--- src/rtl/uart_tx_pkg.sv ---
// Shared types and constants for the UART transmitter slice.
// The PARITY state exists only when UART_TX_PARITY_EN is defined.
package uart_tx_pkg;

  localparam int OVERSAMPLE_RATE = 16;
  localparam int DEFAULT_NB_DATA = 8;
  localparam int DEFAULT_NB_STOP = 16;

  typedef enum logic [2:0] {
    IDLE,
    START,
    DATA,
`ifdef UART_TX_PARITY_EN
    PARITY,
`endif
    STOP
  } tx_state_t;

endpackage

--- src/rtl/uart_tx.sv ---
// UART transmitter: start bit, NB_DATA data bits LSB first, optional even
// parity bit (macro UART_TX_PARITY_EN), then NB_STOP ticks of stop level.
module uart_tx
  import uart_tx_pkg::*;
#(
  parameter int NB_DATA = DEFAULT_NB_DATA,
  parameter int NB_STOP = DEFAULT_NB_STOP
) (
  input  logic               clk,
  input  logic               i_rst_n,
  input  logic               i_tick,
  input  logic               i_start_tx,
  input  logic [NB_DATA-1:0] i_data,
  output logic               o_txdone,
  output logic               o_data
);

  localparam int TICK_W = $clog2((NB_STOP > OVERSAMPLE_RATE) ? NB_STOP : OVERSAMPLE_RATE);
  localparam int BIT_W  = $clog2(NB_DATA + 1);
  localparam logic [TICK_W-1:0] BIT_TICK_LAST  = TICK_W'(OVERSAMPLE_RATE - 1);
  localparam logic [TICK_W-1:0] STOP_TICK_LAST = TICK_W'(NB_STOP - 1);
  localparam logic [BIT_W-1:0]  BIT_CNT_LAST   = BIT_W'(NB_DATA - 1);

  tx_state_t          state;
  logic [NB_DATA-1:0] shreg;
  logic [NB_DATA-1:0] shreg_shifted;
  logic [TICK_W-1:0]  tick_cnt;
  logic [BIT_W-1:0]   bit_cnt;
`ifdef UART_TX_PARITY_EN
  logic               parity_bit;
`endif

  assign shreg_shifted = shreg >> 1;

  // o_data is loaded together with the state change, so the line level is
  // always a register output and matches the current state.
  always_ff @(posedge clk or negedge i_rst_n) begin
    if (!i_rst_n) begin
      // NOTE: the shift register is a plain flop bank, not a memory, so it is
      // cleared with the rest of the state on reset.
      state    <= IDLE;
      shreg    <= '0;
      tick_cnt <= '0;
      bit_cnt  <= '0;
      o_data   <= 1'b1;
      o_txdone <= 1'b0;
`ifdef UART_TX_PARITY_EN
      parity_bit <= 1'b0;
`endif
    end else begin
      o_txdone <= 1'b0;
      unique case (state)
        IDLE: begin
          o_data <= 1'b1;
          if (i_start_tx) begin
            shreg    <= i_data;
            tick_cnt <= '0;
            bit_cnt  <= '0;
            state    <= START;
            o_data   <= 1'b0;
`ifdef UART_TX_PARITY_EN
            parity_bit <= ^i_data;
`endif
          end
        end
        START: begin
          if (i_tick) begin
            if (tick_cnt == BIT_TICK_LAST) begin
              tick_cnt <= '0;
              state    <= DATA;
              o_data   <= shreg[0];
            end else begin
              tick_cnt <= tick_cnt + 1'b1;
            end
          end
        end
        DATA: begin
          if (i_tick) begin
            if (tick_cnt == BIT_TICK_LAST) begin
              tick_cnt <= '0;
              shreg    <= shreg_shifted;
              if (bit_cnt == BIT_CNT_LAST) begin
                bit_cnt <= '0;
`ifdef UART_TX_PARITY_EN
                state   <= PARITY;
                o_data  <= parity_bit;
`else
                state   <= STOP;
                o_data  <= 1'b1;
`endif
              end else begin
                bit_cnt <= bit_cnt + 1'b1;
                o_data  <= shreg_shifted[0];
              end
            end else begin
              tick_cnt <= tick_cnt + 1'b1;
            end
          end
        end
`ifdef UART_TX_PARITY_EN
        PARITY: begin
          if (i_tick) begin
            if (tick_cnt == BIT_TICK_LAST) begin
              tick_cnt <= '0;
              state    <= STOP;
              o_data   <= 1'b1;
            end else begin
              tick_cnt <= tick_cnt + 1'b1;
            end
          end
        end
`endif
        STOP: begin
          if (i_tick) begin
            if (tick_cnt == STOP_TICK_LAST) begin
              tick_cnt <= '0;
              state    <= IDLE;
              o_txdone <= 1'b1;
            end else begin
              tick_cnt <= tick_cnt + 1'b1;
            end
          end
        end
        default: begin
          state  <= IDLE;
          o_data <= 1'b1;
        end
      endcase
    end
  end

endmodule

--- config.mk ---
export PLATFORM = sky130hd
export DESIGN_NAME = uart_tx
export DESIGN_NICKNAME = d
export VERILOG_FILES = /design/src/rtl/uart_tx_pkg.sv /design/src/rtl/uart_tx.sv
export SDC_FILE = /design/constraint.sdc
export NUM_CORES = 1
export LEC_CHECK = 0
export BUFFER_PORTS_ARGS = -buffer_cell sky130_fd_sc_hd__buf_4
export CAP_MARGIN = 20
export CELL_PAD_IN_SITES_DETAIL_PLACEMENT = 0
export CELL_PAD_IN_SITES_GLOBAL_PLACEMENT = 1
export CORE_MARGIN = 2
export CORE_UTILIZATION = 40
export DETAILED_ROUTE_END_ITERATION = 10
export HOLD_SLACK_MARGIN = 0.06
export PLACE_DENSITY_LB_ADDON = 0.1
export SKIP_CTS_REPAIR_TIMING = 1
export SYNTH_ARGS = -nofsm -noshare
export SYNTH_HDL_FRONTEND = slang
export SYNTH_SLANG_ARGS = --single-unit
export TNS_END_PERCENT = 50
--- constraint.sdc ---
create_clock -name clk -period 4.31 [get_ports clk]
set_input_delay 0.862 -clock clk [delete_from_list [all_inputs] [get_ports clk]]
set_output_delay 0.862 -clock clk [all_outputs]
set_load 0.02 [all_outputs]
# Word level (Yosys, flattened, before mapping)
# Index checks and enable logic that the tools add are counted.
# word_totals
memories,0
input_bits,12
word_cells,62
mem_bits_ro,0
ff_bits,21
out_inout_bits,2
ram_bits,0
latch_bits,0
# op_classes
shifts,0
eq_ne,14
n_bitwise,1
n_addsub,2
muxes,31
order_cmp,0
n_div,0
multipliers,0
n_reduce_logical,8
# ops
operator,count
$mux 3,8
$mux 4,6
$mux 8,3
$ne 2x2->1 const B,8
$pmux 4 s2,2
$pmux 8 s2,1
$pmux 3 s4,1
$mux 1,9
$add 4x1->4 const B,2
$reduce_and 8->1,1
$eq 3x2->1 const B,2
$reduce_and 5->1,1
$eq 4x3->1 const B,1
$eq 4x4->1 const B,1
$pmux 1 s4,1
$reduce_and 4->1,1
$reduce_bool 2->1,2
$eq 3x1->1 const B,1
$logic_not 3->1,1
$reduce_and 3->1,1
$reduce_or 3->1,1
$ne 2x1->1 const B,1
$not 1->1,1

# Depth between registers and ports, before layout
# Gate-level depths: netlist (run 1).
# depth
word_depth,5
ltp_mapped,7
mapped_depth_nobuf,6

# Least setup slack after synthesis (run 1)
# Ideal clock, no wire load.
# synth_path
path_type,input-to-reg
start,in i_tick
end,reg bit_cnt[3]
n_path_buf,1
setup_time_ns,0.076
path_stages,5
arrival_time_ns,1.708
slack_ns,2.526
path_cell_list,and4_1 buf_4 nand4_1 or4_1 o21ai_1
# synth_between
elab_chain_cells,2
# synth_rtl
item,line,source
"start, declared",uart_tx.sv:11,"input logic i_tick,"
$ne 2x2->1 (no source line),--,
$reduce_and 4->1 (no source line),--,
"end signal, assigned",uart_tx.sv:92,bit_cnt <= bit_cnt + 1'b1;
"end, declared",uart_tx.sv:28,logic [BIT_W-1:0] bit_cnt;
# No other way between the ends.
# A chain may end at the register's enable or synchronous reset.

# Final worst setup path (run 1)
# layout_path
start,reg state[0]
end,reg bit_cnt[3]
# layout_between
elab_chain_cells,3
elab_cells_between_ends,8
cone_classes,eq/ne: 4; mux: 1; reduce/logical: 3
# layout_rtl
item,line,source
"start, declared",uart_tx.sv:24,tx_state_t state;
"start signal, assigned",uart_tx.sv:41,state <= IDLE;
"start signal, assigned",uart_tx.sv:59,state <= START;
"start signal, assigned",uart_tx.sv:70,state <= DATA;
$eq 3x2->1 or $logic_not 3->1 (tied branches),uart_tx.sv:52,unique case (state)
$ne 2x2->1 (no source line) or $reduce_bool 2->1 (tied branches),--,
$reduce_and 4->1 (no source line),--,
# Parallel ways exist; a longest one is shown, timed or not.

==> flow_summary.toml, run 1 <==
[outcome]
status = "finished, final reports clean"

[grt]
grt_pass1_vias = 904
grt_overflow = 0
antenna_found_initial = 0
grt_pass1_wl_um = 4110
grt_busiest_layer = "met2"
gr-usage-met1 = 0.211
grtUsageMet2 = 0.256
met3_usage = 0.0499
track_usage = 0.162
grt_max_degree = 21

[power_and_ir_drop]
combPwrFrac = 0.493
seq_power_share = 0.375
clkPwrFrac = 0.132
p_leak_nw = 0.553
vdd_ir_drop_max_uv = 399
p_sw_frac = 0.415
power.internal_uw = 493
switching_power_uw = 350
p_per_area_nw_per_um2 = 665
p_total_uw = 843

[setup_path]
critPathKind = "register to register"
arrival_ns = 2.46
cp_data_required_time_ns = 4.55
critPathLaunchType = "register"
worstSetupEndpointType = "register"
worst-path-max-fanout = 20

[detailed_routing]
dr.first_iter.drc_count = 35
via_per_inst = 5.92
post_drt_wl_per_cell_um = 14.9
first_pass_iters = 4
drtAntennaViolNets = 0
totalWireLength_um = 2370
drc = 0
vias = 942

[synth]
synth_nets = 136
yosysSeqAreaShare = 0.447
synthArstFlopShare = 1.00
avgSynthCellArea_um2 = 9.68
synth.most_common_cell = "dfrtp_1"
synth_top_area_share = 0.424
synth-seq-cells = 20
synth.distinct_cells = 34
netlist_instances = 116
yosysWarnings = 0
syn_area_um2 = 1120
synth_edf_count = 0
synthTopCellsByCount = "dfrtp_1, o22ai_1, a21oi_1, o21ai_0"
synth_area_leaders = "dfrtp_1, ha_1, o22ai_1"
synth_top_cell_by_area = "dfrtp_1"
synth_top_flop_cell = "dfrtp_1"

[timing]
finalHoldViolCount = 0
max_slew.worst_pin.slew_ns = 0.630
fin_crit_sh = 0.516
fin_skew_ns = 0.00330
maxSlewViolCount = 0
setup_viol = 0
rsz0062_at_grt = "no"
max_freq_ghz = 0.450
maxSlewHeadroom = 0.580
finalSetupTns_ns = 0
period_needed_ns = 2.22

[clock_network]
clkSinkCount = 20
clockRootBuffer = "clkbuf_4"
cts_buffers = 3
cts_buffer_depth = 2
path_clk_slew_ns = 0.11
cts_tree = "built"
insertion_delay_ns = 0.30
htree_levels = 1

[worst_hold_path]
min_path_type = "input port to async pin"

[place]
port_buffers = 13
gp_congestion = 0.749
post_dp_cell_area_um2 = 1230
hpwl_um = 1690
post-place-cells = 155

[final_layout]
nNetsFinal = 149
n_fill_cell = 284
seqCellArea_um2 = 502
diodes = 0
fin_area_um2 = 1270
area_delta_synth_final_pct = 13.0
final_util = 0.468
instances_no_fill = 159
drive_gt1_frac = 0.164
multiInputGateArea_um2 = 576

[die]
die_area_um2 = 3250
io_pins = 14
rows = 19
start_util = 0.414
die_w_um = 57.0
die_y_um = 57.0
core_region_area_um2 = 2710

[run]
drv_cap = 0
[cells in the final DEF, fill, tap and decap left out, types with 2 or more instances in the layout]
cell,synthesis,layout
nand3_1,4,4
nand2b_1,2,2
clkbuf_4,0,3
o21ai_0,9,9
nand2_1,8,8
a21oi_1,11,11
a22o_1,2,2
mux2i_1,3,3
ha_1,8,8
inv_1,5,5
nor2_1,3,3
dfrtp_1,19,19
buf_4,1,13
nand4_1,4,4
o22ai_1,14,14
o21ai_1,2,2
[power groups by stage]
stage | Combinational [mW] | Clock (mW) | Sequential (mW)
floorplan | 0.327 | 0 | 0.311
global placement | 0.409 | 0 | 0.318
detailed placement | 0.416 | 0 | 0.320
CTS | 0.419 | 0.115 | 0.316
global route | 0.469 | 0.123 | 0.325
finish | 0.416 | 0.111 | 0.317
[stage by stage]
| stage | hold WS, ns | setup WS, ns |
|---|---|---|
| floorplan | 0.463 | 2.53 |
| global placement | 0.496 | 2.14 |
| detailed placement | 0.501 | 2.10 |
| CTS | 0.415 | 2.10 |
| global route | 0.406 | 1.93 |
| finish | 0.416 | 2.09 |
[area by class of cell]
class	count	share of cell area
clock buffers	4	0.0286
inverters	5	0.0148
multi-input cells	86	0.454
flip-flops and latches	20	0.395
well taps	31	0.0306
repair buffers	13	0.0769
[worst max-delay path, cell delays in order, from the launching register on]
cell and delay [ns]:
dfrtp_1 0.43, inv_1 0.13, ha_1 0.58, mux2_4 0.38, nand2_1 0.06, or4_1 0.48
o21ai_1 0.09
[registers in the layout, indices dropped and copies added, names as in the netlist]
register,cells
bit_cnt,4
o_txdone,1
o_data,1
tick_cnt,4
state,2
shreg,8
[worst paths after layout]
kind	startpoint	to	slack [ns]	cells past startpoint
max	state[0]	bit_cnt[3]	2.09	6
min	i_rst_n	tick_cnt[2]	0.42	1
max reg2reg	state[0]	bit_cnt[3]	2.09	6
min reg2reg	tick_cnt[0]	tick_cnt[0]	0.51	1
max in group asynchronous	i_rst_n	o_data	3.63	1
min in group clk	tick_cnt[0]	tick_cnt[0]	0.51	1
[per-layer routing]
metal	routed length (um)	share of wire
met5	0	0
met4	33	0.014
met3	90	0.038
met1	1150	0.49
met2	1090	0.46
[kinds of logic (layout without fill, tap and decap cells)]
| kind of cell | count (synthesis) | in the layout | share of synthesized area |
|---|---|---|---|
| AO/OA/AOI/OAI | 45 | 45 | 0.245 |
| adder cells (fa/ha/maj) | 8 | 8 | 0.0892 |
| buffers and inverters | 10 | 22 | 0.0401 |
| flip-flops | 20 | 20 | 0.447 |
| multiplexers | 4 | 4 | 0.0401 |
| AND/OR/NAND/NOR | 29 | 29 | 0.138 |
Power figures use the tool's default switching activity.
==> inputs of run 2 (changes only) <==
- ABC_AREA: default -> 1
- clock period: 4.31 -> 2.1 ns (I/O delays scaled with it)
==> run 2 against run 1 <==
  * The run now ends with design-rule violations left
  * Critical path depth increased by 1
  * Non-clock buffer count increased by 2
  * Power increased by 130%
  * Sequential cell count unchanged
  * Fmax increased by 27%
  * Synthesized cell count increased by 34%
  * Sequential share of layout area decreased by 3.1 points
  * Clock power increased to 2.9 times the previous value
  * Count of clock-buffer cells in the layout decreased by 1
  * Largest cell class unchanged
==> flow_summary.toml, run 2 <==
[clock_network]
path_clk_slew_ns = 0.12
clkSinkCount = 20
insertion_delay_ns = 0.31
htree_levels = 1
cts_buffer_depth = 2
cts_tree = "built"
cts_buffers = 3
clockRootBuffer = "clkbuf_4"

[power_and_ir_drop]
clkPwrFrac = 0.168
p_per_area_nw_per_um2 = 1390
switching_power_uw = 859
power.internal_mw = 1.06
p_sw_frac = 0.448
combPwrFrac = 0.497
vdd_ir_drop_max_uv = 758
p_total_mw = 1.92
p_leak_nw = 0.739
seq_power_share = 0.334

[final_layout]
top_regs = "shreg x8, bit_cnt x4, tick_cnt x4"
diodes = 0
area_delta_synth_final_pct = 15.1
n_fill_cell = 284
regMostFlops = "shreg"
drive_gt1_frac = 0.169
nNetsFinal = 193
layout_commonest_cell = "nand2_1"
largest_register_ffs = 8
final_cell_mix = "nand2_1, dfrtp_1, buf_4"

[run]
drv_cap = 0

[setup_path]
arrival_ns = 1.97
critPathKind = "register to register"
worstSetupEndpointType = "register"
cp_data_required_time_ns = 2.31
worst-path-max-fanout = 12
critPathLaunchType = "register"

[synth]
synth-simple-area-share = 0.345
synth_area_leaders = "dfrtp_1, nand2_1, ha_1"
synth_nets = 176
synth_top_family_by_area = "simple AND/OR/NAND/NOR gates"
synth_xor_area_frac = 0.0220
synth_top_area_share = 0.398
yosysWarnings = 0
avgSynthCellArea_um2 = 7.66
synth_fa_ha_area_frac = 0.0838
syn_area_um2 = 1190
netlist_instances = 156
synthMuxAreaShare = 0
synth.distinct_cells = 24
synth.most_common_cell = "nand2_1"
synthArstFlopShare = 1.00
synthTopCellsByCount = "nand2_1, dfrtp_1, inv_1, ha_1, nor2_1"
synth-seq-cells = 20
yosysSeqAreaShare = 0.420
synth_top_cell_by_area = "dfrtp_1"
synth_top_flop_cell = "dfrtp_1"
synth_edf_count = 0
synth_compound_area_frac = 0.0670

[timing]
fin_crit_sh = 0.836
maxSlewHeadroom = 0.763
max_slew.worst_pin.slew_ns = 0.355
maxSlewViolCount = 0
max_freq_ghz = 0.570
rsz0062_at_grt = "no"
fin_skew_ns = 0.00674
setup_viol = 0
finalSetupTns_ns = 0
period_needed_ns = 1.76
finalHoldViolCount = 0

[detailed_routing]
first_pass_iters = 7
drtAntennaViolNets = 0
via_per_inst = 4.84
dr.first_iter.drc_count = 43
drc = 1
vias = 983
totalWireLength_um = 2360
post_drt_wl_per_cell_um = 11.6

[die]
rows = 19
die_y_um = 58.7
start_util = 0.426
die_area_um2 = 3440
core_region_area_um2 = 2810
die_w_um = 58.7
io_pins = 14

[grt]
met3_usage = 0.0462
track_usage = 0.152
grtUsageMet2 = 0.241
antenna_found_initial = 0
grt_pass1_wl_um = 3990
grt_overflow = 0
gr-usage-met1 = 0.204
grt_max_degree = 21
grt_busiest_layer = "met2"
grt_pass1_vias = 917

[place]
hpwl_um = 1780
gp_congestion = 0.785
port_buffers = 13

[outcome]
violations = "design-rule violations"
status = "finished, violations left"

[worst_hold_path]
min_path_type = "input port to register"
run 2: worst paths after layout:
check                           from  slack (ns)  cells past startpoint          end
min reg2reg                 shreg[1]        0.49                      2     shreg[1]
max                         state[0]        0.34                      7     shreg[7]
min in group asynchronous    i_rst_n        0.51                      2  tick_cnt[0]
max reg2reg                 state[0]        0.34                      7     shreg[7]
min                        i_data[7]        0.36                      3     shreg[7]
max in group asynchronous    i_rst_n        1.32                      2       o_data
run 2: stage by stage:
step | worst slack (ns) | utilization | hold slack (ns) | instances | cell area, um2
after floorplan | 0.629 | - | 0.124 | 156 | 1190
after global placement | 0.448 | 0.468 | 0.319 | 198 | 1310
after detailed placement | 0.375 | 0.468 | 0.316 | 198 | 1310
after CTS | 0.363 | 0.487 | -0.0416 | 202 | 1370
after global routing | 0.174 | 0.490 | 0.344 | 203 | 1380
final | 0.345 | 0.490 | 0.359 | 203 | 1380
run 2: critical path, stage by stage, from the launching register on:
cell and delay (ns):
dfrtp_1 0.45, inv_1 0.12, ha_1 0.34, nor2_2 0.12, inv_1 0.08, nand4_2 0.30
nand2_1 0.18, o21ai_2 0.06
run 2: logic make-up after synthesis:
| kind of cell | Yosys count |
|---|---|
| adders and majority gates | 8 |
| and+or+nand+nor | 95 |
| AOI/OAI and AO/OA | 14 |
| buffers and inverters | 16 |
| xor gates and xnor gates | 3 |
| DFF | 20 |
run 2: routing by layer:
| metal | part of all wire | wire length, um | up-vias |
|---|---|---|---|
| met5 | 0 | 0 | - |
| met4 | 0.011 | 25 | 0 |
| met3 | 0.029 | 68 | 2 |
| met2 | 0.45 | 1070 | 9 |
| met1 | 0.51 | 1200 | 452 |
| li1 | - | - | 520 |
run 2: cell type report:
| cell class | instances | area [um2] | share of cell area |
|---|---|---|---|
| multi-input combinational | 120 | 618 | 0.449 |
| sequential | 20 | 502 | 0.365 |
| timing repair buffer | 15 | 115 | 0.0837 |
| inverter | 13 | 48.8 | 0.0355 |
| tap | 31 | 38.8 | 0.0282 |
| clock inverter | 1 | 30.0 | 0.0218 |
| clock buffer | 3 | 22.5 | 0.0164 |
run 2: power by group through the flow:
stage	clock, mW	sequential [mW]	combinational (mW)
CTS	0.333	0.638	0.970
finish	0.323	0.641	0.954
detailed placement	0	0.645	0.967
global route	0.353	0.657	1.10
floorplan	0	0.632	0.799
global placement	0	0.642	0.950
==> inputs of run 3 (changes only) <==
- CORE_UTILIZATION: 40 -> 37
- clock period: 2.1 -> 1.45 ns (I/O delays scaled with it)
==> run 3 against run 2 <==
  * The flow now finishes without violations
  * Final cell count increased by 16%
  * Die area increased by 7.6%
  * Combinational power is 120% higher
  * Via count is 7.4% higher
  * Clock skew decreased by 0.0057 ns
  * Highest routed layer unchanged
  * Hold slack got worse by 0.11 ns
  * Register-to-register slack worse by 0.28 ns
  * First-iteration DRC count shrank 2.3%
  * Critical path depth is 1 higher
  * Non-clock buffer count up 20
  * Global-route usage rose by 0.37 points
  * Largest power group unchanged
  * Cell area up 19%
==> flow_summary.toml, run 3 (synthesized netlist as in run 2, its figures left out) <==
[power_and_ir_drop]
p_sw_frac = 0.429
p_leak_nw = 0.833
seq_power_share = 0.279
clkPwrFrac = 0.099
p_total_mw = 3.33
switching_power_mw = 1.43
power.internal_mw = 1.90
p_per_area_nw_per_um2 = 2040
vdd_ir_drop_max_uv = 1060
combPwrFrac = 0.622

[worst_hold_path]
hp-start = "i_data[7]"
min_path_type = "input port to register"

[final_layout]
multiInputGateArea_um2 = 706
regMostFlops = "shreg"
seqCellArea_um2 = 503
top_regs = "shreg x8, bit_cnt x4, tick_cnt x4"
layout_commonest_cell = "nand2_1"
nNetsFinal = 213
area_delta_synth_final_pct = 36.8
final_cell_mix = "nand2_1, buf_4, dfrtp_1"
drive_gt1_frac = 0.349
largest_register_ffs = 8
n_fill_cell = 309
diodes = 0

[timing]
fin_crit_sh = 0.953
period_needed_ns = 1.38
hold_slack_ns = 0.245
max_freq_ghz = 0.724
setup_viol = 0
max_slew.worst_pin.slew_ns = 0.278
finalHoldViolCount = 0
maxSlewViolCount = 0
fin_skew_ns = 0.00102
maxSlewHeadroom = 0.814
rsz0062_at_grt = "yes"

[place]
port_buffers = 13
gp_congestion = 0.769
hpwl_um = 1850

[die]
die_w_um = 60.8
start_util = 0.391
die_area_um2 = 3700
io_pins = 14
die_y_um = 60.8
rows = 20
core_region_area_um2 = 3050

[setup_path]
crit_buf_inv = 2
critPathKind = "register to register"
crit_family = "flip-flops"
arrival_ns = 1.61
r2r-start = "state[1]"
cpMaxStageDelayCell = "dfrtp_2"
path_cells = "inv_2, buf_6, ha_4, nand2_1, nand3_2, nor2_2, nand2_1, o21ai_1"
worstSetupEndpointType = "register"
rrSetupSlack_ns = 0.07
r2r-end = "tick_cnt[3]"
cp_data_required_time_ns = 1.68
critPathLaunchType = "register"
cp.depth = 8
r2r_cells = 8
critPathMaxStageDelay_ns = 0.44
timing.critical_path.from = "state[1]"
cpMostUsedCell = "nand2_1"
endpoint = "tick_cnt[3]"
worst-path-max-fanout = 4

[grt]
grt_pass1_vias = 960
track_usage = 0.156
antenna_found_initial = 0
grt_pass1_wl_um = 4310
grt_overflow = 0
grt_max_degree = 21

[clock_network]
htree_levels = 1
cts_buffer_depth = 2
insertion_delay_ns = 0.30
clkSinkCount = 20
path_clk_slew_ns = 0.12
clockRootBuffer = "clkbuf_4"
cts_tree = "built"
cts_buffers = 3

[detailed_routing]
drc = 0
first_pass_iters = 4
via_per_inst = 4.47
drtAntennaViolNets = 0
post_drt_wl_per_cell_um = 10.9
dr.first_iter.drc_count = 42
totalWireLength_um = 2570
vias = 1056

[outcome]
status = "finished, final reports clean"

[run]
drv_cap = 0
-- run 3: routing by layer --
metal,track usage,share of wire
met5,0,0
met4,0.0466,0.0054
met3,0.0277,0.021
met2,0.237,0.45
met1,0.226,0.52
-- run 3: through the flow --
stage,TNS [ns],cell area [um2],utilization,instances,worst slack [ns]
3_3_place_gp,0,1440,0.470,225,0.00232
6_report,0,1630,0.535,236,0.0683
3_5_place_dp,-0.124,1440,0.470,225,-0.0306
2_1_floorplan,0,1200,-,156,0.0338
5_1_grt,-0.206,1630,0.535,236,-0.0468
4_1_cts,-0.467,1470,0.482,229,-0.0630
-- run 3: worst min-delay path by stage --
stage,end,slack (ns),depth (start not counted)
after detailed placement,tick_cnt[0],0.19,1
after floorplan,bit_cnt[0],-0.006,0
final,shreg[7],0.24,3
after global routing,shreg[7],0.22,3
after global placement,tick_cnt[0],0.19,1
after CTS,bit_cnt[3],-0.15,1
-- run 3: final cells by class --
cell class              count  share of cell area
flip-flops and latches     20               0.308
inverters                  13              0.0299
multi-input cells         120               0.432
well taps                  44              0.0337
clock buffers               4              0.0222
repair buffers             35               0.175
-- run 3: worst reg2reg max path, stage by stage (launching register included) --
cell	delay, ns
dfrtp_2	0.44
inv_2	0.06
buf_6	0.12
ha_4	0.16
nand2_1	0.08
nand3_2	0.10
nor2_2	0.14
nand2_1	0.08
o21ai_1	0.13
-- run 3: power by group through the flow --
stage          clock network (mW)  logic [mW]  registers, mW
6_report                    0.330        2.07          0.927
5_1_grt                     0.385        2.34          0.949
4_1_cts                     0.352        1.69          0.896
3_5_place_dp                    0        1.68          0.909
3_3_place_gp                    0        1.66          0.904
2_1_floorplan                   0        1.16          0.916
